==> src/rtl/comparator_pkg.sv <==
// Shared types and width helpers for the multi-cycle chunked comparator.
// No logic of its own; imported by comparator_chunk and comparator_multicycle.
package comparator_pkg;

    typedef enum logic [1:0] {
        S_IDLE = 2'd0,
        S_SCAN = 2'd1,
        S_DONE = 2'd2
    } comparator_state_t;

    // Counter width for a value range of v, never narrower than one bit.
    function automatic int width_of(input int v);
        return (v <= 1) ? 1 : $clog2(v);
    endfunction

endpackage

==> src/rtl/comparator_chunk.sv <==
// Single W-bit chunk compare; purely combinational, zero latency, no backpressure.
// invert_msb turns the unsigned compare into a two's-complement one for the top chunk.
module comparator_chunk #(
    parameter int W = 8
) (
    input  logic [W-1:0] chunk_a_i,
    input  logic [W-1:0] chunk_b_i,
    input  logic         invert_msb_i,
    output logic         chunk_eq_o,
    output logic         chunk_lt_o
);

    logic [W-1:0] msb_mask;
    logic [W-1:0] ca;
    logic [W-1:0] cb;

    assign msb_mask   = {W{invert_msb_i}} & (W'(1) << (W - 1));
    assign ca         = chunk_a_i ^ msb_mask;
    assign cb         = chunk_b_i ^ msb_mask;
    assign chunk_eq_o = (ca == cb);
    assign chunk_lt_o = (ca < cb);

endmodule

==> src/rtl/comparator_multicycle.sv <==
// Compares two N-bit operands one W-bit chunk per cycle, MSB chunk first, stopping early.
// Latency: m cycles from accept (m = first differing chunk from the top); result held until o_ready.
module comparator_multicycle
    import comparator_pkg::*;
#(
    parameter  int N      = 32,
    parameter  int W      = 8,
    localparam int NCHUNK = N / W,
    localparam int IW     = width_of(NCHUNK),
    localparam int CW     = width_of(NCHUNK + 1)
) (
    input  logic          clk,
    input  logic          rst_n,
    input  logic          i_valid,
    output logic          i_ready,
    input  logic [N-1:0]  a,
    input  logic [N-1:0]  b,
    input  logic          is_signed,
    output logic          o_valid,
    input  logic          o_ready,
    output logic          equals,
    output logic          less_than,
    output logic [CW-1:0] o_cycles
);

    if (W < 1 || W > N || (N % W) != 0) begin : g_bad_params
        $error("comparator_multicycle: W must divide N and satisfy 1 <= W <= N");
    end

    localparam logic [IW-1:0] LAST_IDX = IW'(NCHUNK - 1);

    comparator_state_t state_q, state_d;
    logic [N-1:0]  a_q, a_d, b_q, b_d;
    logic          sign_q, sign_d;
    logic [IW-1:0] idx_q, idx_d;
    logic          eq_q, eq_d, lt_q, lt_d;
    logic [CW-1:0] cyc_q, cyc_d;

    logic [W-1:0]  chunk_a, chunk_b;
    logic          chunk_eq, chunk_lt;

    assign chunk_a = a_q[int'(idx_q) * W +: W];
    assign chunk_b = b_q[int'(idx_q) * W +: W];

    comparator_chunk #(.W(W)) u_chunk (
        .chunk_a_i    (chunk_a),
        .chunk_b_i    (chunk_b),
        .invert_msb_i (sign_q && (idx_q == LAST_IDX)),
        .chunk_eq_o   (chunk_eq),
        .chunk_lt_o   (chunk_lt)
    );

    always_comb begin
        state_d = state_q;
        a_d     = a_q;
        b_d     = b_q;
        sign_d  = sign_q;
        idx_d   = idx_q;
        eq_d    = eq_q;
        lt_d    = lt_q;
        cyc_d   = cyc_q;
        unique case (state_q)
            S_IDLE: begin
                if (i_valid) begin
                    a_d     = a;
                    b_d     = b;
                    sign_d  = is_signed;
                    idx_d   = LAST_IDX;
                    state_d = S_SCAN;
                end
            end
            S_SCAN: begin
                // Chunks already scanned, including this one, is NCHUNK - idx.
                if (!chunk_eq || idx_q == '0) begin
                    state_d = S_DONE;
                    eq_d    = chunk_eq;
                    lt_d    = chunk_lt;
                    cyc_d   = CW'(NCHUNK) - CW'(idx_q);
                end else begin
                    idx_d = idx_q - IW'(1);
                end
            end
            S_DONE: begin
                if (o_ready) begin
                    state_d = S_IDLE;
                end
            end
            default: state_d = S_IDLE;
        endcase
    end

    always_ff @(posedge clk or negedge rst_n) begin
        if (!rst_n) begin
            state_q <= S_IDLE;
            a_q     <= '0;
            b_q     <= '0;
            sign_q  <= 1'b0;
            idx_q   <= '0;
            eq_q    <= 1'b0;
            lt_q    <= 1'b0;
            cyc_q   <= '0;
        end else begin
            state_q <= state_d;
            a_q     <= a_d;
            b_q     <= b_d;
            sign_q  <= sign_d;
            idx_q   <= idx_d;
            eq_q    <= eq_d;
            lt_q    <= lt_d;
            cyc_q   <= cyc_d;
        end
    end

    assign i_ready   = (state_q == S_IDLE);
    assign o_valid   = (state_q == S_DONE);
    assign equals    = eq_q;
    assign less_than = lt_q;
    assign o_cycles  = cyc_q;

endmodule
==> config.mk <==
export PLATFORM = sky130hd
export DESIGN_NAME = comparator_multicycle
export DESIGN_NICKNAME = d
export VERILOG_FILES = /design/src/rtl/comparator_pkg.sv /design/src/rtl/comparator_chunk.sv /design/src/rtl/comparator_multicycle.sv
export SDC_FILE = /design/constraint.sdc
export NUM_CORES = 1
export LEC_CHECK = 0
export BUFFER_PORTS_ARGS = -buffer_cell sky130_fd_sc_hd__buf_2
export CAP_MARGIN = 30
export CORE_MARGIN = 2
export CORE_UTILIZATION = 54
export DETAILED_ROUTE_END_ITERATION = 7
export GPL_TIMING_DRIVEN = 0
export PLACE_DENSITY = 0.8
export RECOVER_POWER = 25
export SETUP_SLACK_MARGIN = 0.02
export SYNTH_ARGS = -nofsm -noshare
export SYNTH_HDL_FRONTEND = slang
export SYNTH_HIERARCHICAL = 1
export SYNTH_SLANG_ARGS = --single-unit
==> constraint.sdc <==
create_clock -name clk -period 2.9 [get_ports clk]
set_input_delay 0.29 -clock clk [delete_from_list [all_inputs] [get_ports clk]]
set_output_delay 0.29 -clock clk [all_outputs]
set_load 0.01 [all_outputs]
-- Word-level counts from Yosys, hierarchy flattened
Cells that the tools add are included.
- flip-flop bits (word level): 74
- input bits: 69
- output and inout bits: 7
- word-level logic and storage cells: 40
- add/subtract/negate cells: 2
- shift operators: 2
- eq/ne operators: 8
- order comparisons: 1
- multiplexer cells: 7
- bitwise logic cells: 2
- reduce and logical (&&, ||, !) cells: 10
- operators by type and width (cell ; number):
    variable part select 32 x 6 -> 8 bit ; 2
    bitwise XOR 8 bit ; 2
    two-way mux 2 bit ; 5
    == test 8 bit ; 1
    less-than comparator 8 bit ; 1
    inequality test 2 bit, second input constant ; 3
    case mux 2 bit (3 select lines) ; 1
    AND reduction 3 bit ; 2
    == test 2 bit, second input constant ; 2
    logical NOT 2 bit ; 2
    case mux 2 bit (2 select lines) ; 1
    AND reduction 2 bit ; 2
    subtractor 3 x 2 -> 3 bit, first input constant ; 1
    == test 2 x 1 -> 1 bit, second input constant ; 1
    inequality test 2 x 1 -> 1 bit, second input constant ; 1
    nonzero test 2 bit ; 1
    subtractor 2 x 1 -> 2 bit, second input constant ; 1
    logical AND 1 bit ; 1
    logical NOT 1 bit ; 1
    logical OR 1 bit ; 1

-- Logic depth before layout (Yosys ltp)
- word-level depth: 8
- gate-level depth with buffers: 10

-- Modules after synthesis
Netlist, hierarchy kept.
- by module, submodules not included (module ; area each (sq um) ; cells each ; sequential area each (sq um) ; times used):
    comparator_multicycle ; 3215.6 ; 191 ; 1851.8 ; 1
    comparator_chunk ; 219.0 ; 29 ; 0.0 ; 1

-- Worst setup path before layout
OpenSTA, ideal clock, no wires.
- kind: reg2reg
- start point: register idx_q[0]
- end point: register lt_q, in the netlist less_than
- buffers on the path: 1
- data arrival time: 2.510 ns
- path slack: 0.265 ns
- period minus slack after synthesis: 2.635 ns
- cell stages (with the launch flop): 10
- cell sequence: dfrtp_1 -> buf_2 -> mux4_2 -> xor2_1 -> ha_1 -> nand3_1 -> nor3_1 -> inv_1 -> o21ai_2 -> mux2_2
- elaborated cells between the ends (all ways): 12
- classes of those cells: 1 x order compare; 2 x eq/ne; 2 x shift; 2 x bitwise; 5 x reduce/logical
- RTL lines (item ; line ; RTL):
    start, declared ; comparator_multicycle.sv:35 ; logic [IW-1:0] idx_q, idx_d;
    start signal, assigned ; comparator_multicycle.sv:107 ; idx_q <= idx_d;
    variable part select 32 x 6 -> 8 bit ; comparator_multicycle.sv:42 ; assign chunk_a = a_q[int'(idx_q) * W +: W];
    named net chunk_a[7] ; comparator_multicycle.sv:39 ; logic [W-1:0] chunk_a, chunk_b;
    bitwise XOR 8 bit ; comparator_chunk.sv:18 ; assign ca = chunk_a_i ^ msb_mask;
    == test 8 bit ; comparator_chunk.sv:20 ; assign chunk_eq_o = (ca == cb);
    named net chunk_eq ; comparator_multicycle.sv:40 ; logic chunk_eq, chunk_lt;
    logical NOT 1 bit ; comparator_multicycle.sv:74 ; if (!chunk_eq || idx_q == '0) begin
    logical OR 1 bit ; comparator_multicycle.sv:74 ;
    AND reduction 2 bit (no source line) ; - ;
    end signal, assigned ; comparator_multicycle.sv:109 ; lt_q <= lt_d;
    end, declared ; comparator_multicycle.sv:36 ; logic eq_q, eq_d, lt_q, lt_d;
The timed path passes the listed nets, and every way through them passes these cells.
A chain may end at the register's enable or synchronous reset.

-- Final worst setup path
Ends and elaborated chain as after synthesis.

==> results.json <==
{
  "routed-via-count": 2138,
  "synth_area_per_cell_um2": 15.61,
  "dp_hpwl_um": 4959,
  "portBuffers": 75,
  "cts_tree": "yes",
  "slew-limit-headroom_pct": -22.79,
  "dieHeight_um": 83.75,
  "leakage_nw": 1.940,
  "min_period_ns": 2.713,
  "synthCells": 220,
  "gp_congestion": 0.7548,
  "critPathMaxStageDelay_ns": 0.53,
  "totalWireLength_um": 6953,
  "crit_path_end_kind": "flop",
  "cap_viol_max_count": 1,
  "antennaDiodeCount": 0,
  "finClkSkew_ns": 0.007773,
  "place_ws_ns": -0.1872,
  "grt_max_degree": 43,
  "finalHoldViolCount": 0,
  "clock_sinks": 74,
  "min_path_type": "in -> reg",
  "cp-start-kind": "flop",
  "cp_top_family": "multiplexers",
  "die_area_um2": 7014,
  "drive_gt1_share_pct": 52.72,
  "grt_pass1_vias": 2401,
  "cp_max_fo": 10,
  "drc": 0,
  "clkSlewWorstSetupHoldPaths_ns": 0.08,
  "violations": "max-capacitance violations, max-slew violations",
  "slew_viol_final": 33,
  "ant_nets": 0,
  "initial_utilization_pct": 55.03,
  "power_density_nw_per_um2": 974.3,
  "crit_path_top_delay_cell": "mux4_2",
  "arrival_ns": 2.94,
  "crit_required_ns": 3.13,
  "clk_latency_ns": 0.35,
  "post-cts-setup-buffers": 0,
  "core_um2": 6241,
  "finalSetupViolCount": 0,
  "area_growth_pct": 21.24,
  "path_class": "reg -> reg",
  "ir_worst_vdd_v": 0.0005272,
  "wl_per_cell_um": 17.83,
  "hold_slack_ns": 0.1423,
  "worst_pin_slew_ns": 1.842,
  "ys.flop_type": "dfrtp_1",
  "synthArstFlopShare_pct": 100.0,
  "timing.final.crit_share_pct": 93.54,
  "yosysSeqAreaShare_pct": 53.92,
  "ios": 76,
  "fmax_ghz": 0.3687,
  "vias_per_cell": 5.482,
  "grt_pass1_wl_um": 11620,
  "cts_root_buf": "clkbuf_8",
  "track_usage_pct": 21.89,
  "cts_max_path_buffers": 2,
  "cts_max_level": 3,
  "status": "complete, but fails checks",
  "critPathBufInv": 2,
  "setup_slack_ns": 0.1874,
  "synth.ff_latch_count": 74,
  "drtIter0Drc": 121,
  "synth_area_um2": 3435,
  "design_area_um2": 4164,
  "synth_edf_count": 0,
  "synth.net_count": 299,
  "dpl_cell_area_um2": 3929,
  "rsz0062_at_grt": "false",
  "ys.warnings.count": 6,
  "final_nets": 387,
  "crit_chain": "buf_8 -> mux4_2 -> xor2_1 -> ha_1 -> nand3_1 -> nor3_2 -> inv_1 -> o21ai_4 -> mux2_2",
  "row_count": 29,
  "cts-buffers-inserted": 9,
  "drt_first_pass_iters": 4,
  "power_mw": 4.057,
  "final.setup.tns_ns": 0,
  "synth_cell_types": 30,
  "grt_overflow": 0,
  "die_w_um": 83.75,
  "antenna_found_initial": 0
}
==> flip-flops by register name, indices dropped and copies added, names as in the netlist <==
name / count
less_than: 1
a_q: 32
idx_q: 2
equals: 1
state_q: 2
o_cycles: 3
b_q: 32
sign_q: 1
==> cells in the final DEF (no fill, tap or decap), types with 2 or more instances in the layout <==
cell type,n
buf_2,74
dfrtp_1,73
mux2_2,39
mux2_1,29
mux4_2,16
inv_1,12
clkbuf_8,12
ha_1,10
buf_6,6
a21oi_1,4
nor2_1,3
buf_4,3
nand2_1,2
clkinv_2,2
clkinvlp_4,2
nand3_1,2
==> where the power goes <==
part	switching (mW)	total (mW)	internal, mW
registers	0.247	1.77	1.52
logic	0.628	1.53	0.907
clock network	0.378	0.756	0.378
total	1.25	4.06	2.80
==> worst paths after layout <==
kind | to | depth (start not counted) | start | slack [ns]
setup reg to reg | less_than | 9 | idx_q[0] | 0.19
hold reg to reg | a_q[29] | 1 | a_q[29] | 0.49
min in group asynchronous | a_q[24] | 2 | rst_n | 0.98
setup / recovery | less_than | 9 | idx_q[0] | 0.19
max in group asynchronous | b_q[18] | 2 | rst_n | 0.85
hold / removal | state_q[1] | 2 | o_ready | 0.14
==> what timing repair did <==
| action | 4_1_cts | 5_1_grt |
|---|---|---|
| pin swaps | 0 | 1 |
| resized for setup | 4 | 7 |
| hold endpoints to repair | 32 | 0 |
| setup endpoints to repair | 5 | 4 |
| hold buffers | 1 | 0 |
==> routing by layer <==
metal  part of all wire [%]  GRT usage (%)  vias up
li1                       -              -      973
met1                     43          28.54     1074
met2                     49          35.05       67
met3                    4.2          4.550       24
met4                    3.8          11.00        0
met5                      0              0        -
==> layout make-up <==
class                      count  area [um^2]
fill                         480         2077
buffer                        11        112.6
multi-input combinational    123         1463
timing repair buffer          77        404.1
inverter                      12        45.04
tap                           77        96.34
clock inverter                 4        25.02
clock buffer                  12        165.2
sequential                    74         1853
==> metrics by stage <==
stage,cells,util [%]
2_1_floorplan,220,-
3_3_place_gp,372,62.59
3_5_place_dp,373,62.95
4_1_cts,390,66.36
5_1_grt,390,66.72
6_report,390,66.72
==> kinds of logic (layout without fill, tap and decap cells) <==
group / Yosys count / count (layout) / synth area share (%)
compound gates: 12 / 12 / 2.659
xor+xnor: 2 / 2 / 0.5101
fa+ha+maj: 10 / 10 / 3.643
buf+inv: 23 / 116 / 3.861
flops: 74 / 74 / 53.92
mux: 84 / 84 / 32.79
simple gates: 15 / 15 / 2.623
==> synth_stat cells (2+ instances only) <==
master / n / area share [%]
mux4_2: 16 / 10
mux2_2: 39 / 13
dfrtp_1: 74 / 54
buf_4: 3 / 0.66
ha_1: 10 / 3.6
nand3_1: 2 / 0.29
a21oi_1: 4 / 0.58
nand2_1: 2 / 0.22
buf_6: 4 / 1.3
buf_2: 4 / 0.58
nor3_1: 2 / 0.29
nor2_1: 3 / 0.33
inv_1: 12 / 1.3
mux2_1: 29 / 9.5
(Power assumes the default switching activity.)
